## src/rtl/text_console.sv

```systemverilog
// text_console: CPU-side character terminal. Bytes written to the DATA register
// are queued in a small FIFO and drained by an FSM that prints them, handles
// CR/LF/BS/FF, keeps the cursor and drives the character RAM write port.
// Optional build macro: TEXT_CONSOLE_LINE_CLEAR_EN -- when defined, every row
// advance (LF or column wrap) blanks the new row before more bytes are drained.
module text_console #(
  parameter int FIFO_DEPTH = 16,
  parameter int COLS       = 40,
  parameter int ROWS       = 30
) (
  input  logic        clk_cpu,
  input  logic        reset,
  input  logic        sel,
  input  logic [3:0]  wren,
  input  logic [23:0] address,
  input  logic [31:0] data_in,
  output logic [31:0] data_out,
  output logic        ram_wr,
  output logic [10:0] ram_waddr,
  output logic [7:0]  ram_wdata
);

  localparam int AW = $clog2(FIFO_DEPTH);
  localparam logic [5:0]    COL_MAX   = 6'(COLS - 1);
  localparam logic [4:0]    ROW_MAX   = 5'(ROWS - 1);
  localparam logic [AW:0]   FIFO_FULL = (AW + 1)'(FIFO_DEPTH);
  localparam logic [AW:0]   CNT_ONE   = (AW + 1)'(1);
  localparam logic [AW-1:0] PTR_ONE   = AW'(1);
  localparam logic [7:0]    SPACE     = 8'h20;

  typedef enum logic [2:0] {
    S_IDLE       = 3'd0,
    S_DECODE     = 3'd1,
    S_PUT        = 3'd2,
    S_CLR_SCREEN = 3'd3
`ifdef TEXT_CONSOLE_LINE_CLEAR_EN
    , S_CLR_LINE = 3'd4
`endif
  } state_t;

`ifdef TEXT_CONSOLE_LINE_CLEAR_EN
  localparam state_t S_ADV     = S_CLR_LINE;
  localparam logic   ADV_CLEAR = 1'b1;
`else
  localparam state_t S_ADV     = S_IDLE;
  localparam logic   ADV_CLEAR = 1'b0;
`endif

  state_t        state, state_next;
  logic [7:0]    mem [FIFO_DEPTH];
  logic [AW-1:0] wptr, rptr;
  logic [AW:0]   count;
  logic          fifo_empty, fifo_full, push_req, push_ok, pop;
  logic          ctrl_wr, busy, overflow;
  logic [5:0]    col, col_next, clr_col, clr_col_next, set_col;
  logic [4:0]    row, row_next, clr_row, clr_row_next, set_row, row_adv;
  logic [7:0]    chr, chr_next;
  logic          put_noadv, put_noadv_next, put_wrap;
  logic          is_print, clr_line_last, clr_scr_last;
  logic          wr_next;
  logic [10:0]   waddr_next;
  logic [7:0]    wdata_next;
  logic          unused;

  assign push_req   = sel & ~address[2] & wren[0];
  assign ctrl_wr    = sel & address[2] & (|wren);
  assign fifo_empty = (count == {(AW + 1){1'b0}});
  assign fifo_full  = (count == FIFO_FULL);
  // A full FIFO still accepts a byte when one leaves in the same cycle.
  assign push_ok    = push_req & (~fifo_full | pop);
  assign busy       = ~fifo_empty | (state != S_IDLE);
  assign data_out   = {overflow, busy, fifo_full, 16'h0000, row, 2'b00, col};

  assign set_col  = (data_in[5:0] > COL_MAX) ? COL_MAX : data_in[5:0];
  assign set_row  = (data_in[12:8] > ROW_MAX) ? ROW_MAX : data_in[12:8];
  assign row_adv  = (row == ROW_MAX) ? 5'd0 : row + 5'd1;
  assign is_print = ((chr >= 8'h20) && (chr <= 8'h7E)) || chr[7];
  assign put_wrap = ~put_noadv && (col == COL_MAX);
  assign clr_line_last = (clr_col == COL_MAX);
  assign clr_scr_last  = clr_line_last && (clr_row == ROW_MAX);

  assign unused = ^{address[23:3], address[1:0], data_in[30:13]};

  // FIFO pointers, occupancy and sticky overflow flag.
  always_ff @(posedge clk_cpu) begin
    if (reset) begin
      wptr     <= {AW{1'b0}};
      rptr     <= {AW{1'b0}};
      count    <= {(AW + 1){1'b0}};
      overflow <= 1'b0;
    end else begin
      if (push_ok) wptr <= wptr + PTR_ONE;
      if (pop)     rptr <= rptr + PTR_ONE;
      case ({push_ok, pop})
        2'b10:   count <= count + CNT_ONE;
        2'b01:   count <= count - CNT_ONE;
        default: count <= count;
      endcase
      if (ctrl_wr && data_in[31])
        overflow <= 1'b0;
      else if (push_req && !push_ok)
        overflow <= 1'b1;
    end
  end

  // FIFO storage; no reset needed because occupancy gates every read.
  always_ff @(posedge clk_cpu) begin
    if (push_ok) mem[wptr] <= data_in[7:0];
  end

  // FSM state register.
  always_ff @(posedge clk_cpu) begin
    if (reset) state <= S_IDLE;
    else       state <= state_next;
  end

  // FSM next-state decode.
  always_comb begin
    state_next = state;
    case (state)
      S_IDLE: begin
        if (!fifo_empty) state_next = S_DECODE;
        else             state_next = S_IDLE;
      end
      S_DECODE: begin
        if (is_print)                          state_next = S_PUT;
        else if (chr == 8'h0A)                 state_next = S_ADV;
        else if (chr == 8'h08 && col != 6'd0)  state_next = S_PUT;
        else if (chr == 8'h0C)                 state_next = S_CLR_SCREEN;
        else                                   state_next = S_IDLE;
      end
      S_PUT: begin
        if (put_wrap)         state_next = S_ADV;
        else if (!fifo_empty) state_next = S_DECODE;
        else                  state_next = S_IDLE;
      end
`ifdef TEXT_CONSOLE_LINE_CLEAR_EN
      S_CLR_LINE: begin
        if (clr_line_last) state_next = S_IDLE;
        else               state_next = S_CLR_LINE;
      end
`endif
      S_CLR_SCREEN: begin
        if (clr_scr_last) state_next = S_IDLE;
        else              state_next = S_CLR_SCREEN;
      end
      default: state_next = S_IDLE;
    endcase
  end

  // FSM outputs: pops, cursor/counter updates and the next RAM write, which is
  // registered so the write port is driven straight from flops.
  always_comb begin
    pop            = 1'b0;
    col_next       = col;
    row_next       = row;
    chr_next       = chr;
    put_noadv_next = put_noadv;
    clr_col_next   = clr_col;
    clr_row_next   = clr_row;
    wr_next        = 1'b0;
    waddr_next     = ram_waddr;
    wdata_next     = ram_wdata;
    case (state)
      S_IDLE: begin
        if (!fifo_empty) begin
          pop      = 1'b1;
          chr_next = mem[rptr];
        end else if (ctrl_wr && !data_in[31]) begin
          // Idle with an empty FIFO is exactly the not-busy condition.
          col_next = set_col;
          row_next = set_row;
        end else begin
          pop = 1'b0;
        end
      end
      S_DECODE: begin
        if (is_print) begin
          wr_next        = 1'b1;
          waddr_next     = {row, col};
          wdata_next     = chr;
          put_noadv_next = 1'b0;
        end else if (chr == 8'h0A) begin
          col_next = 6'd0;
          row_next = row_adv;
          if (ADV_CLEAR) begin
            wr_next      = 1'b1;
            waddr_next   = {row_adv, 6'd0};
            wdata_next   = SPACE;
            clr_col_next = 6'd0;
          end else begin
            wr_next = 1'b0;
          end
        end else if (chr == 8'h0D) begin
          col_next = 6'd0;
        end else if (chr == 8'h08 && col != 6'd0) begin
          // Backspace: blank the previous cell; PUT must not advance afterwards.
          col_next       = col - 6'd1;
          wr_next        = 1'b1;
          waddr_next     = {row, col - 6'd1};
          wdata_next     = SPACE;
          put_noadv_next = 1'b1;
        end else if (chr == 8'h0C) begin
          clr_col_next = 6'd0;
          clr_row_next = 5'd0;
          wr_next      = 1'b1;
          waddr_next   = 11'd0;
          wdata_next   = SPACE;
        end else begin
          wr_next = 1'b0;
        end
      end
      S_PUT: begin
        if (put_wrap) begin
          col_next = 6'd0;
          row_next = row_adv;
          if (ADV_CLEAR) begin
            wr_next      = 1'b1;
            waddr_next   = {row_adv, 6'd0};
            wdata_next   = SPACE;
            clr_col_next = 6'd0;
          end else begin
            wr_next = 1'b0;
          end
        end else begin
          if (!put_noadv) col_next = col + 6'd1;
          else            col_next = col;
          // Chain straight into the next byte, skipping IDLE.
          if (!fifo_empty) begin
            pop      = 1'b1;
            chr_next = mem[rptr];
          end else begin
            pop = 1'b0;
          end
        end
      end
`ifdef TEXT_CONSOLE_LINE_CLEAR_EN
      S_CLR_LINE: begin
        if (!clr_line_last) begin
          clr_col_next = clr_col + 6'd1;
          wr_next      = 1'b1;
          waddr_next   = {row, clr_col + 6'd1};
          wdata_next   = SPACE;
        end else begin
          wr_next = 1'b0;
        end
      end
`endif
      S_CLR_SCREEN: begin
        if (clr_scr_last) begin
          col_next = 6'd0;
          row_next = 5'd0;
        end else if (clr_line_last) begin
          clr_col_next = 6'd0;
          clr_row_next = clr_row + 5'd1;
          wr_next      = 1'b1;
          waddr_next   = {clr_row + 5'd1, 6'd0};
          wdata_next   = SPACE;
        end else begin
          clr_col_next = clr_col + 6'd1;
          wr_next      = 1'b1;
          waddr_next   = {clr_row, clr_col + 6'd1};
          wdata_next   = SPACE;
        end
      end
      default: begin
        wr_next = 1'b0;
      end
    endcase
  end

  // Cursor, decode byte, clear counters and registered RAM write port.
  always_ff @(posedge clk_cpu) begin
    if (reset) begin
      col       <= 6'd0;
      row       <= 5'd0;
      chr       <= 8'h00;
      put_noadv <= 1'b0;
      clr_col   <= 6'd0;
      clr_row   <= 5'd0;
      ram_wr    <= 1'b0;
      ram_waddr <= 11'd0;
      ram_wdata <= 8'h00;
    end else begin
      col       <= col_next;
      row       <= row_next;
      chr       <= chr_next;
      put_noadv <= put_noadv_next;
      clr_col   <= clr_col_next;
      clr_row   <= clr_row_next;
      ram_wr    <= wr_next;
      ram_waddr <= waddr_next;
      ram_wdata <= wdata_next;
    end
  end

endmodule

```

## config.mk

```make
export PLATFORM = sky130hd
export DESIGN_NAME = text_console
export DESIGN_NICKNAME = d
export VERILOG_FILES = /design/src/rtl/text_console.sv
export SDC_FILE = /design/constraint.sdc
export NUM_CORES = 1
export LEC_CHECK = 0
export BUFFER_PORTS_ARGS = -buffer_cell sky130_fd_sc_hd__buf_2
export CORE_ASPECT_RATIO = 1.2
export CORE_MARGIN = 8
export CORE_UTILIZATION = 30
export DETAILED_ROUTE_END_ITERATION = 8
export MAX_ROUTING_LAYER = met4
export PLACE_DENSITY_LB_ADDON = 0.1
export REMOVE_ABC_BUFFERS = 1
export SLEW_MARGIN = 20
export SYNTH_ARGS = -nofsm -noshare
export SYNTH_HDL_FRONTEND = slang
export SYNTH_SLANG_ARGS = --single-unit
```

## constraint.sdc

```tcl
create_clock -name clk_cpu -period 4 [get_ports clk_cpu]
set_clock_uncertainty 0.15 [all_clocks]
set_input_delay 0 -clock clk_cpu [delete_from_list [all_inputs] [get_ports clk_cpu]]
set_output_delay 0 -clock clk_cpu [all_outputs]
set_load 0.1 [all_outputs]
```

==> metrics.txt, run 1 <==
status=finished clean; IO Count=around 120; Mapped Cells=739; synthesis-stage register bit count=slightly below 200; Clock Power Share=roughly a quarter; post-synth top area share=between 40% and 50%; Tot GR Track Use=between 10% and 20%; Inst Count DP=about 1200; total number of vias=~6400; Worst Path Arrival=~3600 ps; TritonCTS clock tree=done; Post-synth EDFFs=~130; GRT overflow=0; ys async rst share=0%; die area=roughly 37000 um2; count leader, synth=edfxtp_1; largest net degree at the start of global routing=60; crit-path cells=inv_1 -> ha_1 -> buf_4 -> or3b_2 -> nor4_1 -> o21ai_1 -> or3_1 -> o41ai_1; DP Worst Slack=approximately 440 ps; Final ANT Viol Nets=0; CP max FO=11; final wirelength=about 24000 um; Placed Area=10010 um2; routing usage on met2=about a quarter; Post-synth top cells=128 x edfxtp_1, 71 x dfxtp_1, 58 x nor2_1, 46 x nand2_1, 40 x mux4_2; f_max=295.5 MHz; Finish-stage setup viols=0; number of global-route vias before repair=about 6500; CTS Sinks=199; Netlist Area Pre-Place=9234 um2; initial antenna violation count=0; Setup CP Type=flop to flop; total CTS buffers=17; sequential share of power=about 36%; Slowest-stage cell, CP=or3_1; Die Wd=between 150 and 200 um; post-CTS resize count=0; Yosys cell types=67; min Tclk post-route=approximately 3400 ps; net switching power=about 2.9 mW; # DRC=0; Util after Layout=a little over a third; Via density=5.173; fin worst setup slack=615.4 ps; top post-synthesis cells by area=edfxtp_1 42%, dfxtp_1 15%, mux4_2 9.8%; Top Family by Delay on Critical Path=simple AND/OR/NAND/NOR gates; YS warnings=0; Rows=70; power per cell area=roughly 660 nW/um2; Startpoint Class=flop; hold crit path type=input pin to flop; Synth Flop Type=edfxtp_1; Worst path max stage delay=about 580 ps; CTS clk-pin slew, worst paths=~70 ps; CTS root buffer=clkbuf_16; fin. max-slew vios=0; Most Used Layer, Global Route=met2; Syn Area/Cell=about 12 um2; HPWL after detailed placement=around 17000 um; Max Cap Viol=0; Fin Setup TNS=0 ps; worst endpoint required time=4170 ps; sw frac=40.76%; post-route cell area=approximately 11000 um2; Comb power frac=about two fifths; unrepaired setup endpoints after global routing=false; first-pass GRT wire length=38250 um; CTS Buffer Depth=2; worst path buffer plus inverter count=2; Pint=roughly 4.2 mW; Die Y=around 210 um; Rel. slew slack=a little under 40%; worst-skew pair later-pin latency=around 430 ps; Finished Layout Cells=1228; sequential share of the synthesized area=57.02%; Final Hold Fails=0; Final Power=7.130 mW; biggest area consumer among synthesized cells=edfxtp_1; synth-to-layout area growth=17.19%; Final GP Congestion=0.8144; Initial Util=between 30% and 40%; Inserted Diodes=0; fin crit share=84.61%; Peak supply drop=0.4186 mV; DR iter-0 viols=452; met3 usage=2.156%; worst reg2reg setup slack=620 ps; Pre-Repair DR Iteration Count=5; static leakage=3.782 nW; CP Capture Type=flop; Layout Nets=902; IO Port Bufs=55; CTS H-tree lvls=4; routed len/inst=between 15 and 20 um; met1 Use GR=15.76%; actual slew at the worst max-slew pin=approximately 900 ps; hold_ws=approximately 72 ps; layout cell share with drive strength beyond 1=22.00%; CORE AREA=a little over 30000 um2
[cell type report]
| class | count | area (um2) |
|---|---|---|
| timing repair buffer | 111 | 743.2 |
| clock inverter | 15 | 196.4 |
| inverter | 22 | 82.58 |
| clock buffer | 17 | 425.4 |
| multi-input combinational | 468 | 3612 |
| tap | 396 | 495.5 |
| fill | 2945 | 19570 |
| sequential | 199 | 5266 |
[logic make-up after synthesis]
family,count (synthesis),share of synthesized area [%]
buf+inv,89,4.553
fa+ha+maj,20,2.791
xor+xnor,19,1.802
mux,57,11.64
compound gates,150,11.08
other cells,1,0.04061
flops,199,57.02
simple gates,204,11.07
[worst paths after layout]
check                                     to  cells after the start    startpoint
worst max register to register        col[3]                      8      state[1]
worst min register to register  ram_wdata[6]                      2  ram_wdata[6]
worst min-delay path                 wptr[0]                      6           sel
worst max-delay path                  col[3]                      8      state[1]
[placed cells by master, fill, tap and decap left out, drive strengths merged, types with 7 or more instances in the layout]
cell and n:
inv 29, mux2i 14, or3 8, xnor2 11, a311oi 7, o21ai 29
mux4 40, conb 18, buf 92, a21oi 39, nor3 22, nor4 9
o211ai 11, nor2 58, nand3 24, ha 19, clkbuf 17, nand2 46
edfxtp 128, dfxtp 71, xor2 8, dlygate4sd3 19, a211oi 9
[power by group through the flow]
| stage | Clock (mW) | Sequential (mW) | Combinational [mW] |
|---|---|---|---|
| 2_1_floorplan | 0 | 3.11 | 1.50 |
| 3_5_place_dp | 0 | 2.58 | 2.81 |
| 6_report | 1.81 | 2.53 | 2.80 |
| 5_1_grt | 1.94 | 2.56 | 3.01 |
| 3_3_place_gp | 0 | 2.57 | 2.78 |
| 4_1_cts | 1.86 | 2.53 | 2.83 |
[flip-flops by register name, indices dropped and copies added, names as in the netlist, 6 cells and up, named ones only]
register and cells:
ram_wdata 8, col 6, chr 8, ram_waddr 11
clr_col 6, mem 128
[timing repair]
item	in CTS	in global routing
endpoints found under the hold margin	145	0
hold buffers	19	0
buffers inserted	0	0
setup endpoints to repair	0	0
[routing by layer]
metal	wire length, um	part of all wire (%)
met1	10230	42
met2	12920	53
met3	839	3.4
met4	423	1.7
met5	0	0
[worst reg2reg max path: stages (launching register included)]
cell     delay, ps
dfxtp_1        350
inv_1           90
ha_1           380
buf_4          240
or3b_2         440
nor4_1         340
o21ai_1        360
or3_1          580
o41ai_1        370
Note: power is estimated with default switching activity, not from simulation.
==> run 2: changes to the inputs <==
==> constraint.sdc (replaced) <==
create_clock -name clk_cpu -period 3.3 [get_ports clk_cpu]
set_clock_uncertainty 0.15 [all_clocks]
set_input_delay 0 -clock clk_cpu [delete_from_list [all_inputs] [get_ports clk_cpu]]
set_output_delay 0 -clock clk_cpu [all_outputs]
set_load 0.1 [all_outputs]
==> run 2 against run 1 <==
Final cell count is 1.1% higher. Critical path type unchanged. Flip-flop and latch count unchanged. Via count grew 0.13%. Largest power group unchanged. Wire length rose by 0.25%. Highest routed layer unchanged.
==> metrics.txt, run 2 (synthesis gave the netlist of run 1 again) <==
power per cell area=795.7 nW/um2 (was 658.9 nW/um2); fill count=2941 (was 2945); fin crit share=92.60% (was 84.61%); Layout Nets=915 (was 902); DR iter-0 viols=408 (was 452); layout cell share with drive strength beyond 1=23.08% (was 22.00%); min Tclk post-route=3056 ps (was 3385 ps); unrepaired setup endpoints after global routing=false (unchanged); Tot GR Track Use=14.10% (was 13.76%); Critical Path Start=state[1] (unchanged); GRT overflow=0 (unchanged); total CTS buffers=17 (unchanged); hold_sp=sel (unchanged); CTS Sinks=199 (unchanged); post-route cell area=10920 um2 (was 10820 um2); Die Wd=176.2 um (unchanged); static leakage=3.827 nW (was 3.782 nW); number of global-route vias before repair=6599 (was 6541); Pre-Repair DR Iteration Count=5 (unchanged); Inserted Diodes=0 (unchanged); Largest Register=mem (unchanged); Startpoint Class=flop (unchanged); die area=36670 um2 (unchanged); largest net degree at the start of global routing=44 (was 60); Max Cap Viol=0 (unchanged); Peak supply drop=0.5956 mV (was 0.4186 mV); CTS root buffer=clkbuf_16 (unchanged); hold crit path type=input pin to flop (unchanged); Worst setup endpoint=row[0] (was col[3]); most common cell after layout, fill and taps aside=edfxtp_1 (unchanged); initial antenna violation count=0 (unchanged); IO Port Bufs=55 (unchanged); register area=5266 um2 (unchanged); HPWL after detailed placement=17660 um (was 17390 um); max reg flops=128 (unchanged); CTS Buffer Depth=2 (unchanged); worst endpoint required time=3470 ps (was 4170 ps); CP max FO=7 (was 11); Rel. slew slack=40.58% (was 39.17%); actual slew at the worst max-slew pin=888.0 ps (was 911.4 ps); # DRC=0 (unchanged); fin worst setup slack=244.1 ps (was 615.4 ps); Final GP Congestion=0.8249 (was 0.8144); worst-skew pair later-pin latency=440 ps (was 430 ps); Initial Util=30.38% (unchanged); Placed Area=10090 um2 (was 10010 um2); Util after Layout=35.94% (was 35.61%); CP Capture Type=flop (unchanged); Rows=70 (unchanged); Top Registers=mem x128, ram_waddr x11 (unchanged); status=finished clean (unchanged); CORE AREA=30390 um2 (unchanged); Die Y=208.2 um (unchanged); CTS clk-pin slew, worst paths=80 ps (was 70 ps); Final ANT Viol Nets=0 (unchanged); Via density=5.125 (was 5.173); synth-to-layout area growth=18.28% (was 17.19%); RR Endpoint=row[0] (was col[3]); first-pass GRT wire length=38990 um (was 38250 um); Finish-stage setup viols=0 (unchanged); TritonCTS clock tree=done (unchanged); IO Count=115 (unchanged); fin. max-slew vios=0 (unchanged); most frequent cells in the layout=128 x edfxtp_1, 70 x dfxtp_1, 58 x nor2_1 (unchanged); reg2reg path depth=11 (was 8); final wirelength=24470 um (was 24400 um); total number of vias=6360 (was 6352); worst reg2reg setup slack=240 ps (was 620 ps); routed len/inst=19.71 um (was 19.87 um); Critical R2R Launch=state[1] (unchanged); Worst Path Arrival=3220 ps (was 3560 ps); f_max=327.2 MHz (was 295.5 MHz); Multi-input gate area=3621 um2 (was 3612 um2); Setup CP Type=flop to flop (unchanged); Final Hold Fails=0 (unchanged); CTS H-tree lvls=4 (unchanged); DP Worst Slack=314.8 ps (was 439.9 ps)
[run 2: cell types whose count changed in the layout (fill, tap and decap cells not counted), sizes merged]
cell         before  now
inv              29   28
bufinv            2    0
clkinvlp          0    1
buf              92  103
dlygate4sd3      19   21
clkinv            6    8
[run 2: cell type report]
| type | instances | share of cell area, % |
|---|---|---|
| Clock inverter | 15 | 1.581 |
| Multi-Input combinational cell | 468 | 33.15 |
| Clock buffer | 17 | 3.895 |
| Tap cell | 396 | 4.537 |
| Sequential cell | 199 | 48.22 |
| Inverter | 22 | 0.7561 |
| Timing Repair Buffer | 124 | 7.859 |
[run 2: critical path, cell delays in order (launching register included)]
cell	delay, ps
dfxtp_1	340
inv_1	80
ha_2	200
buf_4	160
or3b_2	460
nor4_2	170
buf_4	160
o21ai_0	140
buf_4	190
nor4_1	260
nor3_1	70
dlygate4sd3_1	560
[run 2: metrics by stage]
step | instances | TNS (ps) | total power, mW | hold WS [ps]
finish | 1241 | 0 | 8.691 | 80.68
global route | 1241 | 0 | 9.185 | 126.0
CTS | 1239 | 0 | 8.781 | 68.71
detailed placement | 1186 | 0 | 6.656 | 70.17
global placement | 1186 | 0 | 6.614 | 79.10
floorplan | 689 | -276.0 | 5.590 | -80.93
[run 2: repair_timing]
item	CTS	global route
resized for setup	0	2
endpoints found under the hold margin	146	0
setup endpoints to repair	0	1
hold buffers	21	0
setup buffers	0	2
[run 2: routing by layer]
metal | share of wire (%) | global-route usage (%) | wire length [um]
met1 | 42 | 16.18 | 10310
met2 | 53 | 24.44 | 12920
met3 | 3.4 | 2.754 | 843
met4 | 1.6 | 4.303 | 386
met5 | 0 | - | 0
[run 2: worst min path at each step]
stage                 end  cells past startpoint
2_1_floorplan  clr_col[0]                      1
3_3_place_gp     overflow                      2
3_5_place_dp     overflow                      2
4_1_cts           wptr[1]                      6
5_1_grt           wptr[1]                      6
6_report          wptr[1]                      6
[run 2: power breakdown]
group          total (mW)  switching, mW  internal (mW)  leakage [nW]
clock network        2.08           1.06           1.02         0.285
logic                3.52           2.30           1.22          1.81
registers            3.09          0.244           2.84          1.73
total                8.69           3.61           5.08          3.83
==> run 3: changes to the inputs <==
--- a/config.mk
+++ b/config.mk
@@ -11,7 +11,7 @@
 export CORE_UTILIZATION = 30
 export DETAILED_ROUTE_END_ITERATION = 8
 export MAX_ROUTING_LAYER = met4
-export PLACE_DENSITY_LB_ADDON = 0.1
+export PLACE_DENSITY = 0.5
 export REMOVE_ABC_BUFFERS = 1
 export SLEW_MARGIN = 20
 export SYNTH_ARGS = -nofsm -noshare
==> constraint.sdc (replaced) <==
create_clock -name clk_cpu -period 3.3 [get_ports clk_cpu]
set_clock_uncertainty 0.15 [all_clocks]
set_input_delay 0.33 -clock clk_cpu [delete_from_list [all_inputs] [get_ports clk_cpu]]
set_output_delay 0.33 -clock clk_cpu [all_outputs]
set_load 0.1 [all_outputs]
==> run 3 against run 2 <==
Critical path depth stayed put. Setup slack worse by 43 ps. Utilization is 0.69 points lower. Combinational power is 2% lower. Hold slack better by 2.8 ps. Critical endpoint is now count[4]. Flip-flop and latch count stayed put. Sequential share of layout area is 0.94 points higher. Power is 1.2% lower. Count of clock-buffer cells in the layout stayed put. Register-to-register slack worse by 40 ps. Non-clock buffer count is 19 lower.
==> metrics.txt, run 3 (synthesis gave the netlist of run 1 again) <==
status=finished clean (unchanged); actual slew at the worst max-slew pin=903.9 ps (was 888.0 ps); die area=36670 um2 (unchanged); CP Capture Type=flop (unchanged); number of global-route vias before repair=6312 (was 6599); static leakage=3.738 nW (was 3.827 nW); CORE AREA=30390 um2 (unchanged); total CTS buffers=17 (unchanged); min Tclk post-route=3099 ps (was 3056 ps); Top Registers=mem x128, ram_waddr x11 (unchanged); # DRC=0 (unchanged); Worst path max stage delay=460 ps (was 560 ps); f_max=322.7 MHz (was 327.2 MHz); unrepaired setup endpoints after global routing=false (unchanged); power per cell area=801.9 nW/um2 (was 795.7 nW/um2); Rows=70 (unchanged); hold crit path type=input pin to flop (unchanged); Die Y=208.2 um (unchanged); Rel. slew slack=39.52% (was 40.58%); Initial Util=30.38% (unchanged); final wirelength=22850 um (was 24470 um); TritonCTS clock tree=done (unchanged); post-CTS resize count=0 (unchanged); Final Power=8.591 mW (was 8.691 mW); max reg flops=128 (unchanged); Die Wd=176.2 um (unchanged); total number of vias=6161 (was 6360); routed len/inst=18.69 um (was 19.71 um); DR iter-0 viols=431 (was 408); Finish-stage setup viols=0 (unchanged); layout cell share with drive strength beyond 1=23.37% (was 23.08%); IO Port Bufs=55 (unchanged); Final ANT Viol Nets=0 (unchanged); GRT overflow=0 (unchanged); Crit path top cell by count=ha_1 (was buf_4); CTS root buffer=clkbuf_16 (unchanged); Max Cap Viol=0 (unchanged); Via density=5.042 (was 5.125); Final Hold Fails=0 (unchanged); Layout Nets=896 (was 915); Largest Register=mem (unchanged); first-pass GRT wire length=36610 um (was 38990 um); Inserted Diodes=0 (unchanged); most frequent cells in the layout=128 x edfxtp_1, 70 x dfxtp_1, 58 x nor2_1 (unchanged); Final GP Congestion=0.8074 (was 0.8249); fin. max-slew vios=0 (unchanged); Startpoint Class=flop (unchanged); Util after Layout=35.25% (was 35.94%); initial antenna violation count=0 (unchanged); Slowest-stage cell, CP=nor3_1 (was dlygate4sd3_1); Tot GR Track Use=13.07% (was 14.10%); fin crit share=93.90% (was 92.60%); Pre-Repair DR Iteration Count=4 (was 5); CP max FO=6 (was 7); synth-to-layout area growth=16.02% (was 18.28%); CTS Buffer Depth=2 (unchanged); most common cell after layout, fill and taps aside=edfxtp_1 (unchanged); largest net degree at the start of global routing=42 (was 44); HPWL after detailed placement=16110 um (was 17660 um); worst endpoint required time=3470 ps (about the same); IO Count=115 (unchanged); CTS clk-pin slew, worst paths=80 ps (about the same); Setup Fix Bufs, Post-CTS=0 (unchanged); worst-skew pair later-pin latency=440 ps (about the same); Peak supply drop=0.4473 mV (was 0.5956 mV); CTS H-tree lvls=4 (unchanged); Setup CP Type=flop to flop (unchanged); crit-path cells=inv_1 -> ha_1 -> nor4bb_1 -> a21o_1 -> nor3_1 -> ha_1 -> nor2b_1 -> o21ai_0 -> a22oi_1 -> a32oi_1 -> mux2_2 (was inv_1 -> ha_2 -> buf_4 -> or3b_2 -> nor4_2 -> buf_4 -> o21ai_0 -> buf_4 -> nor4_1 -> nor3_1 -> dlygate4sd3_1); CTS Sinks=199 (unchanged); Worst Path Arrival=3270 ps (was 3220 ps)
[run 3: repair_timing]
action | 4_1_cts | 5_1_grt
setup endpoints to repair | 0 | 0
hold endpoints to repair | 2 | 0
hold buffers | 2 | 0
[run 3: per-stage QoR]
| stage | hold WS [ps] | setup slack (ps) | TNS, ps | std cells | instance area (um2) |
|---|---|---|---|---|---|
| after detailed placement | 303.5 | 242.0 | 0 | 1188 | 10100 |
| after CTS | 66.67 | 199.6 | 0 | 1222 | 10710 |
| after floorplan | 249.1 | -276.0 | -276.0 | 689 | 8960 |
| after global routing | 108.5 | 8.395 | 0 | 1222 | 10710 |
| after global placement | 293.0 | 275.6 | 0 | 1188 | 10100 |
| final | 83.51 | 201.2 | 0 | 1222 | 10710 |
[run 3: power by group]
group	total [mW]	leakage (nW)	switching, mW	internal (mW)
Combinational	3.44	1.73	2.26	1.18
Clock	2.06	0.279	0.991	1.07
Sequential	3.09	1.73	0.246	2.84
[run 3: layout make-up]
class	instances	area (um2)
Timing Repair Buffer	105	668.1
Fill cell	2980	19680
Inverter	22	82.58
Multi-Input combinational cell	468	3612
Clock inverter	15	162.7
Sequential cell	199	5266
Clock buffer	17	425.4
Tap cell	396	495.5
[run 3: final timing paths]
kind,start,end,slack (ps),cells after the start
worst max register to register,state[1],count[4],200,11
worst min register to register,ram_wdata[6],ram_wdata[6],310,2
worst max-delay path,state[1],count[4],200,11
worst min-delay path,wren[2],overflow,80,4
[run 3: per-layer routing]
metal	part of all wire, %	GRT usage (%)
met1	43	15.45
met2	51	22.24
met3	4.5	2.174
met4	1.9	4.303
met5	0	-
[run 3: critical path: cells and delay by family (launching register included)]
kind	cells	cell delay, ps
simple gates	3	710
compound gates	4	710
fa+ha+maj	2	650
mux	1	350
flops	1	340
buf+inv	1	80
